$ cat src/rtl/modlift_if.sv
// Operand/result handshake bundle for modlift: the upstream drives q/r/p with in_valid,
// the downstream accepts result/err with out_ready.
interface modlift_if;
    logic                in_valid;
    logic                in_ready;
    logic signed [7:0]   q;
    logic        [5:0]   r;
    logic signed [4:0]   p;
    logic                out_valid;
    logic                out_ready;
    logic signed [11:0]  result;
    logic                err;

    modport master (
        output in_valid, q, r, p, out_ready,
        input  in_ready, out_valid, result, err
    );

    modport slave (
        input  in_valid, q, r, p, out_ready,
        output in_ready, out_valid, result, err
    );
endinterface

$ cat src/rtl/modlift.sv
// Serial reconstruction of value = q*p + r using one shift-add adder over the 4 magnitude bits of p.
// Optional operand range check is enabled by defining MODLIFT_RANGE_CHECK_EN.
module modlift (
    input  logic      clk,
    input  logic      rst,
    modlift_if.slave  bus
);
    typedef enum logic [1:0] {IDLE, MUL, ADD, DONE} state_t;

    state_t              state, state_nxt;
    logic signed [11:0]  acc;
    logic signed [11:0]  qx;
    logic        [5:0]   rr;
    logic        [3:0]   pp;
    logic        [1:0]   cnt;
    logic                accept;
    logic                bad;
    logic                in_ready_c;
    logic                out_valid_c;

`ifdef MODLIFT_RANGE_CHECK_EN
    logic err_q;

    assign bad     = bus.p[4] || (bus.p[3:0] == 4'd0) || (bus.r >= {2'b00, bus.p[3:0]});
    assign bus.err = err_q;
`else
    logic p_sign_unused;

    assign bad           = 1'b0;
    assign p_sign_unused = bus.p[4];
    assign bus.err       = 1'b0;
`endif

    assign accept        = bus.in_valid && (state == IDLE);
    assign bus.in_ready  = in_ready_c;
    assign bus.out_valid = out_valid_c;
    assign bus.result    = acc;

    always_ff @(posedge clk) begin
        if (rst) begin
            state <= IDLE;
        end else begin
            state <= state_nxt;
        end
    end

    always_comb begin
        state_nxt   = state;
        in_ready_c  = 1'b0;
        out_valid_c = 1'b0;
        case (state)
            IDLE: begin
                in_ready_c = 1'b1;
                if (accept) begin
                    state_nxt = bad ? DONE : MUL;
                end
            end
            MUL: begin
                if (cnt == 2'd3) begin
                    state_nxt = ADD;
                end
            end
            ADD: begin
                state_nxt = DONE;
            end
            DONE: begin
                out_valid_c = 1'b1;
                if (bus.out_ready) begin
                    state_nxt = IDLE;
                end
            end
            default: begin
                state_nxt = IDLE;
            end
        endcase
    end

    // Operands are latched only at acceptance; acc is the only value visible on result.
    always_ff @(posedge clk) begin
        if (rst) begin
            acc <= '0;
            cnt <= '0;
`ifdef MODLIFT_RANGE_CHECK_EN
            err_q <= 1'b0;
`endif
        end else begin
            case (state)
                IDLE: begin
                    if (accept) begin
                        qx  <= {{4{bus.q[7]}}, bus.q};
                        rr  <= bus.r;
                        pp  <= bus.p[3:0];
                        acc <= '0;
                        cnt <= '0;
`ifdef MODLIFT_RANGE_CHECK_EN
                        err_q <= bad;
`endif
                    end
                end
                MUL: begin
                    if (pp[cnt]) begin
                        acc <= acc + (qx <<< cnt);
                    end
                    cnt <= cnt + 2'd1;
                end
                ADD: begin
                    acc <= acc + $signed({6'b000000, rr});
                end
                default: begin
                end
            endcase
        end
    end
endmodule

$ cat src/flat_wrapper.sv
// flat-port wrapper written by rule: the top's interface ports become plain ports
module modlift_flat 
  (clk, rst, bus_in_valid, bus_q, bus_r, bus_p, bus_out_ready, bus_in_ready, bus_out_valid, bus_result, bus_err);
  modlift_if bus_i ();
  input  logic clk;
  input  logic rst;
  input wire logic [$bits(bus_i.in_valid)-1:0] bus_in_valid;
  input wire logic [$bits(bus_i.q)-1:0] bus_q;
  input wire logic [$bits(bus_i.r)-1:0] bus_r;
  input wire logic [$bits(bus_i.p)-1:0] bus_p;
  input wire logic [$bits(bus_i.out_ready)-1:0] bus_out_ready;
  output wire logic [$bits(bus_i.in_ready)-1:0] bus_in_ready;
  output wire logic [$bits(bus_i.out_valid)-1:0] bus_out_valid;
  output wire logic [$bits(bus_i.result)-1:0] bus_result;
  output wire logic [$bits(bus_i.err)-1:0] bus_err;
  assign bus_i.in_valid = bus_in_valid;
  assign bus_i.q = bus_q;
  assign bus_i.r = bus_r;
  assign bus_i.p = bus_p;
  assign bus_i.out_ready = bus_out_ready;
  assign bus_in_ready = bus_i.in_ready;
  assign bus_out_valid = bus_i.out_valid;
  assign bus_result = bus_i.result;
  assign bus_err = bus_i.err;
  modlift u_core (.clk(clk), .rst(rst), .bus(bus_i));
endmodule
$ cat config.mk
export PLATFORM = sky130hd
export DESIGN_NAME = modlift_flat
export DESIGN_NICKNAME = d
export VERILOG_FILES = /design/src/rtl/modlift_if.sv /design/src/rtl/modlift.sv /design/src/flat_wrapper.sv
export SDC_FILE = /design/constraint.sdc
export NUM_CORES = 1
export LEC_CHECK = 0
export BUFFER_PORTS_ARGS = -buffer_cell sky130_fd_sc_hd__buf_2
export CORE_MARGIN = 10
export CORE_UTILIZATION = 40
export DETAILED_ROUTE_END_ITERATION = 10
export GPL_TIMING_DRIVEN = 0
export PLACE_DENSITY = 0.61
export SYNTH_ARGS = -nofsm -noshare
export SYNTH_HDL_FRONTEND = slang
export SYNTH_SLANG_ARGS = --single-unit
$ cat constraint.sdc
create_clock -name clk -period 5.2 [get_ports clk]
set_input_delay 0.78 -clock clk [delete_from_list [all_inputs] [get_ports clk]]
set_output_delay 0.78 -clock clk [all_outputs]
set_load 0.02 [all_outputs]
==> impl_metrics.json, run 1 <==
{
  "netlist_area_mm2": 0.00205,
  "cts_tree": "built",
  "leakagePower_nw": 0.992,
  "cellInternalPower_w": 0.000710,
  "insertion_delay_ns": 0.29,
  "dpl.hpwl_mm": 3.63,
  "swShare_pct": 45.5,
  "clock_path_buffers": 2,
  "worstHoldStart": "u_core.bus.result[4]",
  "cts.reportedPaths.clkPinSlew_ns": 0.07,
  "outcome": "complete, no violations",
  "synth-seq-cells": 34,
  "tightest_slew_ns": 0.820,
  "vias": 1693,
  "fin_worst_skew_ns": 0.00812,
  "antenna_cells": 0,
  "multi_input_area_mm2": 0.00109,
  "finalCritPeriodShare_pct": 64.4,
  "min_period_ns": 3.35,
  "initial_core_util_pct": 42.2,
  "antenna_found_initial": 0,
  "grt_pass1_vias": 1634,
  "rsz0062_at_grt": "false",
  "viasPerCell": 5.21,
  "holdWs_ns": 0.483,
  "pwr-share-clk_pct": 14.4,
  "p_switching_w": 0.000592,
  "filler_cell_count": 484,
  "dieArea_mm2": 0.00838,
  "ys_seq_area_share_pct": 42.1,
  "crit_path_end_kind": "flip-flop",
  "share_comb_of_total_power_pct": 55.1,
  "r2r_start": "u_core.state[0]",
  "yosysWarnings": 0,
  "final_util_pct": 49.2,
  "power_frac_seq_pct": 30.5,
  "slew_headroom_pct": 45.3,
  "grt_usage_pct": 11.5,
  "cts_made_buffers": 5,
  "ctsResizeCount": 0,
  "post-route-cell-area_mm2": 0.00238,
  "hold_buffers": 0,
  "power.density_mw_per_mm2": 546,
  "drive_gt1_share_pct": 19.0,
  "place_worst_setup_slack_ns": 1.88,
  "wl_per_cell_um": 14.5,
  "area_delta_synth_final_pct": 16.5,
  "ios": 38,
  "wirelength_mm": 4.71,
  "fmax_mhz": 299,
  "die_h_um": 91.5,
  "final_common_cell": "buf_2",
  "layout_common_cells": "buf_2 (35), nand2_1 (18), nor2_1 (18), edfxtp_1 (18)",
  "setup_violations": 0,
  "synth_fp_nets": 256,
  "hold_violations": 0,
  "synth_cell_types": 43,
  "grt_max_degree": 19,
  "drt_iter0_markers": 65,
  "cts_root_buf": "clkbuf_8",
  "arrival_ns": 3.55,
  "async_reset_ff_share_pct": 0,
  "overflow": 0,
  "crit_required_ns": 5.40,
  "start_kind": "flip-flop",
  "h-tree-depth": 2,
  "synth-edff-count": 18,
  "path_max_fanout": 10,
  "holdCritPathClass": "flip-flop to flip-flop",
  "cts_setup_buffers": 0,
  "cap_viol_max_count": 0,
  "row_count": 25,
  "cts_num_sinks": 34,
  "regArea_um2": 861,
  "core_region_area_mm2": 0.00485,
  "drt_drc_violations_left": 0,
  "tns_ns": 0,
  "synth_top_flop_cell": "edfxtp_1",
  "die_w_um": 91.5,
  "grt_pass1_wl_mm": 7.91,
  "drv_slew": 0,
  "crit_start": "u_core.state[0]",
  "syn_inst": 216,
  "crit_type": "flip-flop to flip-flop",
  "nets": 297,
  "fin_ws_ns": 1.85,
  "drtPass1Iterations": 4,
  "place_congestion": 0.870,
  "ir_drop_mv": 0.224,
  "avgSynthCellArea_um2": 9.48,
  "dpl_cell_area_mm2": 0.00230,
  "ant_nets": 0,
  "port_buffers": 34
}
[synthesized netlist by cell type, types with 3 or more instances]
cell      number  share of area [%]
nor2_1        19                3.5
edfxtp_1      18                 26
nand2_1       18                3.3
a21oi_1       16                3.9
dfxtp_1       16                 16
ha_1          16                9.8
o21ai_0       13                3.2
inv_1         12                2.2
clkbuf_1       8                1.5
nand2b_1       6                1.8
mux2i_1        5                2.4
nand3b_1       5                1.8
nor3_1         5                1.2
a211oi_1       4                1.5
a21o_1         4                1.5
mux2_2         4                2.2
nor4_1         4                1.2
a32oi_1        3                1.3
nand3_1        3               0.73
nand4_1        3               0.92
o311ai_1       3                1.3
o41ai_1        3                1.3
[worst paths after layout]
kind	to	slack, ns	depth (start not counted)
max	u_core.bus.result[10]	1.85	15
min	u_core.bus.result[4]	0.48	2
max reg2reg	u_core.bus.result[10]	1.85	15
min reg2reg	u_core.bus.result[4]	0.48	2
[area by class of cell]
cell class | instances | area share [%]
timing repair buffer | 34 | 7.14
inverter | 13 | 2.05
tap | 67 | 3.52
buffer | 11 | 2.10
clock buffer | 6 | 3.04
sequential | 34 | 36.1
multi-input combinational | 158 | 45.7
clock inverter | 2 | 0.367
[through the flow]
step	total power [W]	std cells
after floorplan	0.000927	216
after global placement	0.00111	317
after detailed placement	0.00112	317
after CTS	0.00131	325
after global routing	0.00141	325
final	0.00130	325
[layer usage]
layer	GRT usage [%]	share of wire [%]	vias up
met5	0	0	-
met2	17.4	44	49
li1	-	-	878
met1	14.8	47	759
met4	3.92	1.2	0
met3	3.79	7.4	7
[power groups by stage]
| stage | Sequential, W | Clock, W | Combinational, W |
|---|---|---|---|
| 5_1_grt | 0.000405 | 0.000207 | 0.000799 |
| 2_1_floorplan | 0.000432 | 0 | 0.000495 |
| 6_report | 0.000397 | 0.000188 | 0.000716 |
| 3_5_place_dp | 0.000404 | 0 | 0.000713 |
| 4_1_cts | 0.000398 | 0.000196 | 0.000717 |
| 3_3_place_gp | 0.000403 | 0 | 0.000709 |
[registers in the layout, summed over array words and instances, names as in the netlist]
| name | count |
|---|---|
| u_core.bus.result | 12 |
| u_core.pp | 4 |
| u_core.cnt | 2 |
| u_core.state | 2 |
| u_core.rr | 6 |
| u_core.qx | 8 |
[logic make-up after synthesis]
kind of cell / count (synthesis) / share of synthesized area, %
AND/OR/NAND/NOR: 69 / 16.8
AO/OA/AOI/OAI: 59 / 18.8
flip-flops: 34 / 42.1
buffers and inverters: 24 / 4.83
adder cells (fa/ha/maj): 17 / 10.8
multiplexers: 10 / 5.75
XOR/XNOR: 2 / 0.856
other: 1 / 0.183
[critical path, stage by stage (launching register included)]
cell and delay, ns:
dfxtp_1 0.34, inv_1 0.10, ha_1 0.15, clkbuf_1 0.31, clkbuf_1 0.36, nand2_1 0.09, o41ai_1 0.09, ha_1 0.26
inv_1 0.06, fa_1 0.38, nand2b_1 0.20, a21oi_1 0.27, o31ai_1 0.13, a21oi_1 0.17, xnor2_1 0.08, o41ai_1 0.27
(Power assumes the default switching activity.)
==> run 2, diff against run 1 <==
Settings changed: ABC_AREA set to 1, PLACE_DENSITY 0.61 to 0.63.
Clock period 5.2 ns to 3.03 ns, I/O delays scaled along.
==> impl_metrics.json, run 2 <==
{
  "avgSynthCellArea_um2": 7.85,
  "area_delta_synth_final_pct": 17.1,
  "wl_per_cell_um": 12.1,
  "grt_max_degree": 19,
  "row_count": 26,
  "synth_top_flop_cell": "edfxtp_1",
  "synth-edff-count": 18,
  "min_period_ns": 2.72,
  "largest_register_ffs": 12,
  "start_kind": "flip-flop",
  "power.density_mw_per_mm2": 986,
  "dpl_cell_area_mm2": 0.00238,
  "place_congestion": 0.879,
  "die_w_um": 92.9,
  "crit_chain": "inv_1, ha_1, buf_2, inv_1, nand2_1, o221ai_1, ha_1, nand2_1, nand3_1, nand2_1, nand2_1, or2_2, nand3_1, a21oi_1",
  "synth_top_area_share_pct": 25.4,
  "antenna_cells": 0,
  "drv_slew": 0,
  "holdCritPathClass": "primary input to flip-flop",
  "drt_drc_violations_left": 0,
  "crit_path_end_kind": "flip-flop",
  "dpl.hpwl_mm": 3.69,
  "grt_pass1_wl_mm": 8.05,
  "crit_type": "flip-flop to flip-flop",
  "clock_path_buffers": 2,
  "cts_tree": "built",
  "layout_common_cells": "nand2_1 (81), inv_1 (38), buf_2 (35), nor2_1 (19)",
  "rsz0062_at_grt": "false",
  "cp_top_family": "simple AND/OR/NAND/NOR gates",
  "dieArea_mm2": 0.00863,
  "cts.reportedPaths.clkPinSlew_ns": 0.07,
  "ir_drop_mv": 0.308,
  "initial_core_util_pct": 41.4,
  "cts_made_buffers": 5,
  "drt_iter0_markers": 99,
  "drtPass1Iterations": 4,
  "finalCritPeriodShare_pct": 89.8,
  "slew_headroom_pct": 13.8,
  "synth.top_cells.by_count": "nand2_1 (81), inv_1 (39), nor2_1 (19)",
  "grt_usage_pct": 11.6,
  "ios": 38,
  "hold_violations": 0,
  "drive_gt1_share_pct": 16.7,
  "cts_num_sinks": 34,
  "met2WireLength_mm": 2.03,
  "yosysMostFrequentCell": "nand2_1",
  "insertion_delay_ns": 0.29,
  "setup_violations": 0,
  "syn_inst": 271,
  "antenna_found_initial": 0,
  "holdWs_ns": 0.337,
  "critPathMaxStageDelay_ns": 0.37,
  "ys_seq_area_share_pct": 40.5,
  "yosysWarnings": 0,
  "async_reset_ff_share_pct": 0,
  "nets": 352,
  "fmax_mhz": 368,
  "post-route-cell-area_mm2": 0.00249,
  "viasPerCell": 4.74,
  "vias": 1812,
  "ant_nets": 0,
  "crit_buf_inv": 3,
  "outcome": "complete, no violations",
  "cp_slowest_cell": "dfxtp_1",
  "tightest_slew_ns": 1.29,
  "m1WireLength_mm": 2.24,
  "crit_required_ns": 3.18,
  "arrival_ns": 2.87,
  "synth_area_leaders": "edfxtp_1 (25%), dfxtp_1 (15%), nand2_1 (14%)",
  "netlist_area_mm2": 0.00213,
  "final_util_pct": 48.5,
  "grt_pass1_vias": 1815,
  "cap_viol_max_count": 0,
  "synth-seq-cells": 34,
  "port_buffers": 34,
  "h-tree-depth": 2,
  "leakagePower_nw": 1.19,
  "cts_root_buf": "clkbuf_8",
  "core_region_area_mm2": 0.00514,
  "fin_worst_skew_ns": 0.00710,
  "finalNonFillerCells": 382,
  "synth_top_area_cell": "edfxtp_1",
  "wirelength_mm": 4.63,
  "highest_layer": "met4",
  "synth_cell_types": 30,
  "placed_cells": 375,
  "overflow": 0,
  "path_max_fanout": 9,
  "die_h_um": 92.9,
  "wl_met3_um": 243,
  "cpMostUsedCell": "nand2_1",
  "final_common_cell": "nand2_1",
  "tns_ns": 0,
  "synth_fp_nets": 311
}
==> run 2: path summary, 6_finish.rpt <==
check | from | cells after the start | endpoint | slack (ns)
min | bus_q[3] | 1 | u_core.qx[3] | 0.34
max reg2reg | u_core.state[0] | 14 | u_core.bus.result[5] | 0.31
min reg2reg | u_core.bus.result[7] | 2 | u_core.bus.result[7] | 0.49
max | u_core.state[0] | 14 | u_core.bus.result[5] | 0.31
==> run 2: cells by family (layout without fill, tap and decap cells) <==
| group | count (synthesis) | in the layout | share of synthesized area (%) |
|---|---|---|---|
| xor+xnor | 4 | 4 | 1.65 |
| mux | 7 | 7 | 3.29 |
| flops | 34 | 34 | 40.5 |
| simple gates | 130 | 130 | 25.8 |
| buf+inv | 46 | 87 | 9.06 |
| fa+ha+maj | 17 | 17 | 10.4 |
| other cells | 1 | 1 | 0.176 |
| compound gates | 32 | 32 | 9.23 |
==> run 2: what timing repair did <==
item	4_1_cts	5_1_grt
hold buffers	0	0
setup buffers	0	0
endpoints found under the setup margin	0	3
gates resized for setup	0	3
==> run 2: where the power goes <==
group	switching (W)	leakage (nW)	total [W]	internal [W]
clock network	0.000161	0.0517	0.000399	0.000237
logic	0.000875	0.847	0.00138	0.000509
registers	0.0000730	0.296	0.000673	0.000600
==> run 2: area by class of cell <==
class / count / area (µm²)
Clock inverter: 2 / 33.8
Sequential cell: 34 / 861
Clock buffer: 5 / 68.8
Inverter: 40 / 150
Buffer: 6 / 42.5
Multi-Input combinational cell: 191 / 1080
Fill cell: 537 / 2650
Tap cell: 70 / 87.6
Timing Repair Buffer: 34 / 170
==> run 2: worst register-to-register path, cell delays in order, from the launching register on <==
cell and delay, ns:
dfxtp_1 0.37, inv_1 0.09, ha_1 0.20, buf_2 0.18, inv_1 0.08, nand2_1 0.15
o221ai_1 0.30, ha_1 0.34, nand2_1 0.11, nand3_1 0.16, nand2_1 0.10, nand2_1 0.07
or2_2 0.27, nand3_1 0.09, a21oi_1 0.06
==> run 2: through the flow <==
stage,power (W),worst slack [ns]
global placement,0.00204,0.241
detailed placement,0.00207,0.193
global route,0.00270,0.0142
finish,0.00246,0.310
floorplan,0.00173,0.648
CTS,0.00248,0.172
==> run 2: metal layers <==
| metal | global-route usage [%] | vias to the layer above |
|---|---|---|
| met5 | 0 | - |
| met4 | 5.78 | 0 |
| met3 | 3.95 | 13 |
| met2 | 18.0 | 39 |
| met1 | 14.0 | 792 |
| li1 | - | 968 |
